### src/rtl/hs_cdc_data_rx.sv
// hs_cdc_data_rx: receive side of a 4-phase req/ack bundled-data CDC link with a one-entry valid/ready output buffer
// Ports:
//   i_clk_b, i_rst        receive clock, async active-high reset
//   i_req, i_data         request and bundled word from the clk_a domain
//   o_ack                 flopped acknowledge back to the clk_a domain
//   o_rx_data, o_rx_valid, i_rx_ready   one-entry output buffer handshake
//   o_xfer_cnt            words captured since reset (wraps)
//   o_busy                FSM is in ACK
module hs_cdc_data_rx #(
    parameter int DW          = 8,
    parameter int SYNC_STAGES = 2,
    parameter int CNT_W       = 16
) (
    input  logic             i_clk_b,
    input  logic             i_rst,
    input  logic             i_req,
    input  logic [DW-1:0]    i_data,
    output logic             o_ack,
    output logic [DW-1:0]    o_rx_data,
    output logic             o_rx_valid,
    input  logic             i_rx_ready,
    output logic [CNT_W-1:0] o_xfer_cnt,
    output logic             o_busy
);
    typedef enum logic {IDLE, ACK} state_t;
    state_t                 r_state;
    logic [SYNC_STAGES-1:0] r_sync;
    logic                   r_ack;
    logic                   r_busy;
    logic                   r_valid;
    logic [DW-1:0]          r_data;
    logic [CNT_W-1:0]       r_cnt;
    logic                   w_req_s;
    logic                   w_drain;
    logic                   w_space;
    logic                   w_capture;
    assign w_req_s   = r_sync[SYNC_STAGES-1];
    assign w_drain   = r_valid & i_rx_ready;
    assign w_space   = ~r_valid | w_drain;
    // i_data is only sampled here, after req_s has been high long enough for the bundle to settle
    assign w_capture = (r_state == IDLE) & w_req_s & w_space;
    always_ff @(posedge i_clk_b or posedge i_rst) begin
        if (i_rst) begin
            r_sync  <= '0;
            r_state <= IDLE;
            r_ack   <= 1'b0;
            r_busy  <= 1'b0;
            r_valid <= 1'b0;
            r_data  <= '0;
            r_cnt   <= '0;
        end else begin
            r_sync <= {r_sync[SYNC_STAGES-2:0], i_req};
            if (w_capture) begin
                r_data  <= i_data;
                r_valid <= 1'b1;
                r_cnt   <= r_cnt + 1'b1;
                r_ack   <= 1'b1;
                r_busy  <= 1'b1;
                r_state <= ACK;
            end else if (w_drain) begin
                r_valid <= 1'b0;
            end
            // ack is held until req is withdrawn, so a held-high req yields one word only
            if (r_state == ACK && !w_req_s) begin
                r_ack   <= 1'b0;
                r_busy  <= 1'b0;
                r_state <= IDLE;
            end
        end
    end
    assign o_ack      = r_ack;
    assign o_busy     = r_busy;
    assign o_rx_valid = r_valid;
    assign o_rx_data  = r_data;
    assign o_xfer_cnt = r_cnt;
endmodule

### config.mk
export PLATFORM = sky130hd
export DESIGN_NAME = hs_cdc_data_rx
export DESIGN_NICKNAME = d
export VERILOG_FILES = /design/src/rtl/hs_cdc_data_rx.sv
export SDC_FILE = /design/constraint.sdc
export NUM_CORES = 1
export LEC_CHECK = 0
export CAP_MARGIN = 20
export CELL_PAD_IN_SITES_DETAIL_PLACEMENT = 0
export CELL_PAD_IN_SITES_GLOBAL_PLACEMENT = 1
export CORE_ASPECT_RATIO = 0.9
export CORE_UTILIZATION = 38
export DETAILED_ROUTE_END_ITERATION = 10
export PLACE_DENSITY = 0.94
export SETUP_SLACK_MARGIN = 0.5
export SYNTH_ARGS = -nofsm -noshare
export SYNTH_HDL_FRONTEND = slang
export SYNTH_SLANG_ARGS = --single-unit
### constraint.sdc
create_clock -name i_clk_b -period 2.3 [get_ports i_clk_b]
set_input_delay 0.46 -clock i_clk_b [delete_from_list [all_inputs] [get_ports i_clk_b]]
set_output_delay 0.46 -clock i_clk_b [all_outputs]
set_load 0.005 [all_outputs]
==> results of run 1 <==
[cell families (layout without fill, tap and decap cells)]
logic type	after synthesis	count (layout)	synth area share, %
XOR/XNOR	15	15	11.6
multiplexers	9	9	8.50
AND/OR/NAND/NOR	31	31	18.0
AO/OA/AOI/OAI	1	1	0.630
adder cells (fa/ha/maj)	1	1	1.05
buffers and inverters	3	53	1.36
flip-flops	28	28	58.8
[registers in the layout, indices dropped and copies added, names as in the netlist]
| register | count |
|---|---|
| o_xfer_cnt | 16 |
| r_sync | 2 |
| o_rx_valid | 1 |
| o_rx_data | 8 |
| o_busy | 1 |
[power by group]
part	switching, mW	internal (mW)
clock network	0.136	0.0615
registers	0.0805	0.585
logic	0.157	0.297
total	0.374	0.943
[final cells by class]
cell class | instances | area [sq um] | share of cell area, %
inverters | 1 | 3.75 | 0.218
clock buffers | 3 | 22.5 | 1.31
well taps | 40 | 50.0 | 2.90
flip-flops and latches | 28 | 706 | 40.9
repair buffers | 49 | 465 | 27.0
multi-input cells | 57 | 478 | 27.7
[metrics by stage]
step,power [mW],setup slack (ns)
global placement,1.05,0.116
CTS,1.27,0.504
finish,1.32,0.558
global route,1.41,0.493
floorplan,0.818,0.822
detailed placement,1.06,0.0843
[metal layers]
metal | track usage [%] | vias up | wire (microns)
met4 | 4.55 | 0 | 19
met1 | 20.5 | 412 | 1080
met2 | 28.8 | 40 | 1150
li1 | - | 409 | -
met5 | 0 | - | 0
met3 | 6.74 | 2 | 195
[worst paths after layout]
check / end / slack [ns] / cells after the start
setup reg to reg: o_xfer_cnt[12] / 0.65 / 6
setup / recovery: o_xfer_cnt[5] / 0.56 / 1
hold reg to reg: r_sync[1] / 0.37 / 0
hold / removal: r_sync[1] / 0.37 / 0
max in group asynchronous: o_xfer_cnt[2] / 1.54 / 3
min in group asynchronous: o_xfer_cnt[3] / 0.48 / 3
[timing repair]
| action | in CTS | in global routing |
|---|---|---|
| endpoints found under the hold margin | 0 | 0 |
| setup endpoints to repair | 12 | 8 |
| buffers inserted | 2 | 8 |
| resized for setup | 2 | 4 |
| gates cloned | 0 | 0 |
[synthesized netlist by cell type (2+ instances only)]
cell,count,area share [%]
xor2_1,4,2.9
nor3_1,2,0.84
nand4_1,5,2.6
nand2b_1,2,1.0
nand3_1,5,2.1
xnor2_1,10,7.3
dfrtp_1,28,59
mux2_2,9,8.5
nand2_1,4,1.3
nor2_1,2,0.63
and3_1,2,1.0
==> qor.csv, run 1 <==
stage;metric;value;unit
status;outcome;finished, final reports clean;
sta;Hold WS;0.373;ns
critical_path;CP arrival;1.28;ns
placed_design;Placed Area;1620;sq um
synth;register area share after synthesis;58.8;%
floorplanning;initial core utilization;41.7;%
sta;RSZ-0062 raised after global routing;true;
critical_path;CP Data Required Time;1.84;ns
global_route;gr usage total;17.1;%
cells_and_area;design area;1730;sq um
floorplanning;Die Y;55.1;microns
critical_path;CP bufs+invs;1;
floorplanning;core area;2860;sq um
drt;Pre-Repair DR Iteration Count;4;
clocking;clock insertion delay at the later pin of the skew report;0.33;ns
sta;slew of the pin with the lowest slew margin;0.489;ns
cells_and_area;layout cells sized above 1;26.1;%
drt;routed vias;863;
floorplanning;Die ar.;3370;sq um
cells_and_area;Area Overhead vs Synth;44.7;%
clocking;CTS HTree Levels;1;
sta;Setup TNS Final;0;ns
critical_path;worst r2r src;o_xfer_cnt[0];
clocking;CTS sink count;28;
critical_path;Cell Chain, Critical Path;clkdlybuf4s50_1;
drt;number of remaining DRC errors;0;
critical_path;critical path startpoint;o_xfer_cnt[5];
global_route;first-pass GRT wire length;4.01;mm
sta;Max Clock Freq;574;MHz
drt;initial DRC count;48;
synth;Synth Flop Type;dfrtp_1;
min_path;hold path start;r_sync[0];
synth;area of the mapped netlist;1190;sq um
placed_design;GPL Wtd Cong;0.780;
sta;Max Slew Vio Count;0;
synth;Cells after Synth;88;
synth;share of flip-flops with an asynchronous set or reset;100;%
synth;post-synth cell types;26;
power_and_ir_drop;Max IR drop VDD;0.000536;V
placed_design;Inst Count DP;165;
sta;final setup fails;0;
cells_and_area;fin nets;153;
global_route;total gr overflow;0;
sta;crit path time final;1.74;ns
synth;Avg Cell Area, Syn;13.5;sq um
clocking;CTS tree;yes;
cells_and_area;post-layout util;60.3;%
sta;Clock Skews;0.00566;ns
clocking;# hold bufs at CTS;0;
global_route;largest net degree at the start of global routing;29;
sta;Final period util;75.7;%
drt;vias per std cell;4.85;
cells_and_area;most common cell after layout, fill and taps aside;clkdlybuf4s50_1;
clocking;Root Buffer Master;clkbuf_4;
synth;number of flops mapped to enable cells by yosys;0;
clocking;TritonCTS Buffers;3;
cells_and_area;most frequent cells in the layout;clkdlybuf4s50_1 (37), dfrtp_1 (24), buf_4 (11);
synth;flops & latches, synth;28;
drt;final WL;2.45;mm
clocking;Worst-path clk slew;0.14;ns
power_and_ir_drop;pwr/cell area;763;nW/um^2
floorplanning;Ports;39;
synth;Syn. warnings;0;
cells_and_area;non-filler instance count after layout;178;
drt;Post-DRT Antenna Nets;0;
job;max cap viols;0;
clocking;Clock Path Buffers;2;
min_path;HP Class;reg -> reg;
critical_path;crit start category;register;
cells_and_area;filler cell count in the final layout;256;
critical_path;max incr delay on CP;0.51;ns
critical_path;CP top delay family;buffers and inverters;
critical_path;worst-path maximum fanout;4;
critical_path;Worst setup EP type;output pin;
power_and_ir_drop;Pleak;0.741;nW
sta;Final Hold Viols;0;
cells_and_area;Antenna Cells;0;
global_route;vias in the first global route;896;
drt;drt wl/cell;13.8;microns
floorplanning;Die Wd;61.0;microns
critical_path;CP max stage cell;clkdlybuf4s50_1;
critical_path;WS Path Type;reg -> out;
global_route;initial antenna violation count;0;
floorplanning;standard-cell rows;18;
placed_design;PortBufs;38;
sta;Slew HR;67.4;%
placed_design;Detailed Place HPWL;1.70;mm
synth;syn_nets;101;
Power figures use the tool's default switching activity.
==> run 2, diff against run 1 <==
--- a/config.mk
+++ b/config.mk
@@ -9,9 +9,9 @@
 export CELL_PAD_IN_SITES_DETAIL_PLACEMENT = 0
 export CELL_PAD_IN_SITES_GLOBAL_PLACEMENT = 1
 export CORE_ASPECT_RATIO = 0.9
-export CORE_UTILIZATION = 38
+export CORE_UTILIZATION = 32
 export DETAILED_ROUTE_END_ITERATION = 10
-export PLACE_DENSITY = 0.94
+export PLACE_DENSITY = 0.86
 export SETUP_SLACK_MARGIN = 0.5
 export SYNTH_ARGS = -nofsm -noshare
 export SYNTH_HDL_FRONTEND = slang
==> constraint.sdc (replaced) <==
create_clock -name i_clk_b -period 1.48 [get_ports i_clk_b]
set_input_delay 0.296 -clock i_clk_b [delete_from_list [all_inputs] [get_ports i_clk_b]]
set_output_delay 0.296 -clock i_clk_b [all_outputs]
set_load 0.005 [all_outputs]
==> run 2 against run 1 <==
  * Via count rose by 24%
  * Sequential share of layout area is 11 points lower
  * Global-route usage rose by 1.1 points
  * Non-clock buffer count grew 53
  * Register-to-register slack got worse by 0.67 ns
  * The flow now finishes with violations (setup timing)
  * Routed wire length increased by 37%
  * Die area grew 18%
  * Clock skew rose by 0.00058 ns
==> qor.csv, run 2 (same netlist as run 1, synthesis figures left out) <==
stage;metric;value;unit;change
status;outcome;complete, but fails checks;;was finished, final reports clean
status;failing checks;setup timing;;
floorplanning;initial core utilization;34.3;%;was 41.7%
critical_path;worst-path maximum fanout;5;;was 4
min_path;HP Class;reg -> reg;;unchanged
job;max cap viols;0;;unchanged
cells_and_area;Largest register FFs;16;;unchanged
sta;Final period util;101;%;
sta;RSZ-0062 raised after global routing;true;;unchanged
drt;Post-DRT Antenna Nets;0;;unchanged
sta;final setup fails;2;;was 0
floorplanning;Die Wd;66.3;microns;was 61.0 microns
clocking;# hold bufs at CTS;0;;unchanged
clocking;CTS sink count;28;;unchanged
sta;Worst Setup Slack, final;-0.0185;ns;was 0.558 ns
clocking;Root Buffer Master;clkbuf_8;;was clkbuf_4
drt;drt wl/cell;14.3;microns;was 13.8 microns
global_route;gr usage total;18.2;%;was 17.1%
floorplanning;Ports;39;;unchanged
clocking;Clock Path Buffers;2;;unchanged
global_route;initial antenna violation count;0;;unchanged
power_and_ir_drop;pwr/cell area;1210;nW/um^2;was 763 nW/um^2
sta;crit path time final;1.50;ns;
global_route;vias in the first global route;1107;;was 896
cells_and_area;layout cells sized above 1;67.2;%;was 26.1%
power_and_ir_drop;Max IR drop VDD;0.000697;V;was 0.000536 V
cells_and_area;post-layout util;68.1;%;was 60.3%
sta;slew of the pin with the lowest slew margin;0.355;ns;was 0.489 ns
cells_and_area;most common cell after layout, fill and taps aside;buf_6;;was clkdlybuf4s50_1
drt;vias per std cell;4.52;;was 4.85
sta;Setup TNS Final;-0.0303;ns;was 0 ns
critical_path;CP Data Required Time;1.65;ns;was 1.84 ns
cells_and_area;most frequent cells in the layout;buf_6 (40), buf_4 (36), dfrtp_1 (25);;was clkdlybuf4s50_1 (37), dfrtp_1 (24), buf_4 (11)
floorplanning;standard-cell rows;20;;was 18
clocking;TritonCTS Buffers;3;;unchanged
placed_design;PortBufs;38;;unchanged
power_and_ir_drop;sw frac;29.7;%;was 28.4%
critical_path;Cell Chain, Critical Path;buf_6, ha_4, nand2_4, nor4b_4, nand4_1, xnor2_1;;was clkdlybuf4s50_1
sta;Max Clock Freq;667;MHz;
critical_path;WS Path Type;reg -> reg;;was reg -> out
drt;Pre-Repair DR Iteration Count;4;;unchanged
power_and_ir_drop;Flop pwr share;35.4;%;was 50.5%
drt;initial DRC count;23;;was 48
critical_path;max incr delay on CP;0.39;ns;was 0.51 ns
cells_and_area;non-filler instance count after layout;236;;was 178
critical_path;Worst setup EP type;register;;was output pin
drt;routed vias;1067;;was 863
global_route;largest net degree at the start of global routing;29;;unchanged
floorplanning;Die Y;59.9;microns;was 55.1 microns
clocking;Worst-path clk slew;0.09;ns;was 0.14 ns
placed_design;Inst Count DP;185;;was 165
critical_path;CP arrival;1.67;ns;was 1.28 ns
power_and_ir_drop;internal power;2.02;mW;was 0.943 mW
sta;Max Slew Vio Count;0;;unchanged
power_and_ir_drop;switching pwr;0.853;mW;was 0.374 mW
power_and_ir_drop;Pleak;1.19;nW;was 0.741 nW
power_and_ir_drop;combinational share of power;49.6;%;was 34.5%
drt;final WL;3.37;mm;was 2.45 mm
floorplanning;core area;3480;sq um;was 2860 sq um
sta;Final Hold Viols;0;;unchanged
drt;number of remaining DRC errors;0;;unchanged
global_route;total gr overflow;0;;unchanged
cells_and_area;Area Overhead vs Synth;98.6;%;was 44.7%
clocking;CTS tree;yes;;unchanged
floorplanning;Die ar.;3970;sq um;was 3370 sq um
critical_path;crit start category;register;;unchanged
cells_and_area;fin nets;206;;was 153
placed_design;Detailed Place HPWL;1.85;mm;was 1.70 mm
sta;Slew HR;76.3;%;was 67.4%
placed_design;GPL Wtd Cong;0.788;;was 0.780
sta;Hold WS;0.356;ns;was 0.373 ns
cells_and_area;Antenna Cells;0;;unchanged
sta;Clock Skews;0.00624;ns;was 0.00566 ns
critical_path;CP max stage cell;dfrtp_1;;was clkdlybuf4s50_1
clocking;clock insertion delay at the later pin of the skew report;0.28;ns;was 0.33 ns
clocking;CTS HTree Levels;1;;unchanged
power_and_ir_drop;Clock Power Share;15.0;%;about the same
global_route;first-pass GRT wire length;5.19;mm;was 4.01 mm
## run 2: changes by cell type in the layout (fill, tap and decap cells not counted), sizes merged
cell           previous run  this run
clkdlybuf4s50            37        10
dlygate4sd2               0         1
dlymetal6s2s              1         0
buf                      11        91
clkbuf                    3         4
## run 2: area by class of cell
class                   count  area (sq um)
well taps                  44          55.1
clock buffers               4          45.0
multi-input cells          57           626
flip-flops and latches     28           704
fillers                   234          1110
inverters                   1          3.75
repair buffers            102           935
## run 2: path summary, 6_finish.rpt
kind | startpoint | end | slack, ns | depth (start not counted)
max in group asynchronous | i_rst | o_xfer_cnt[5] | 0.82 | 3
worst min-delay path | r_sync[0] | r_sync[1] | 0.36 | 0
worst max register to register | o_xfer_cnt[0] | o_xfer_cnt[14] | -0.02 | 6
worst min register to register | r_sync[0] | r_sync[1] | 0.36 | 0
min in group asynchronous | i_rst | o_xfer_cnt[8] | 0.37 | 3
worst max-delay path | o_xfer_cnt[0] | o_xfer_cnt[14] | -0.02 | 6
## run 2: worst max-delay path, delay by kind of cell, from the launching register on
family / cells / cell delay, ns
flip-flops: 1 / 0.39
buffers and inverters: 1 / 0.13
XOR/XNOR: 1 / 0.16
adder cells (fa/ha/maj): 1 / 0.14
AND/OR/NAND/NOR: 3 / 0.56
## run 2: routing by layer
metal	track usage [%]	wire length (microns)	vias up
li1	-	-	509
met1	21.6	1450	523
met2	33.5	1750	33
met3	3.63	140	2
met4	4.56	29	0
met5	0	0	-
## run 2: metrics by stage
| step | total power [mW] | worst slack (ns) | area (sq um) |
|---|---|---|---|
| 2_1_floorplan | 1.37 | 0.0207 | 1280 |
| 3_3_place_gp | 1.82 | -0.259 | 1840 |
| 3_5_place_dp | 1.83 | -0.277 | 1840 |
| 4_1_cts | 2.73 | -0.0188 | 2240 |
| 5_1_grt | 3.03 | -0.116 | 2370 |
| 6_report | 2.88 | -0.0185 | 2370 |
## run 2: what timing repair did
item                                    CTS  global route
endpoints found under the setup margin   53            52
pin swaps                                14            14
gates resized for setup                 148            10
hold endpoints to repair                  0             0
buffers inserted                         37            10
## run 2: power groups by stage
stage | sequential (mW) | combinational (mW) | clock, mW
after floorplan | 1.07 | 0.293 | 0
after global placement | 1.08 | 0.732 | 0
after detailed placement | 1.08 | 0.743 | 0
after CTS | 1.00 | 1.28 | 0.443
after global routing | 1.03 | 1.51 | 0.490
final | 1.02 | 1.43 | 0.431
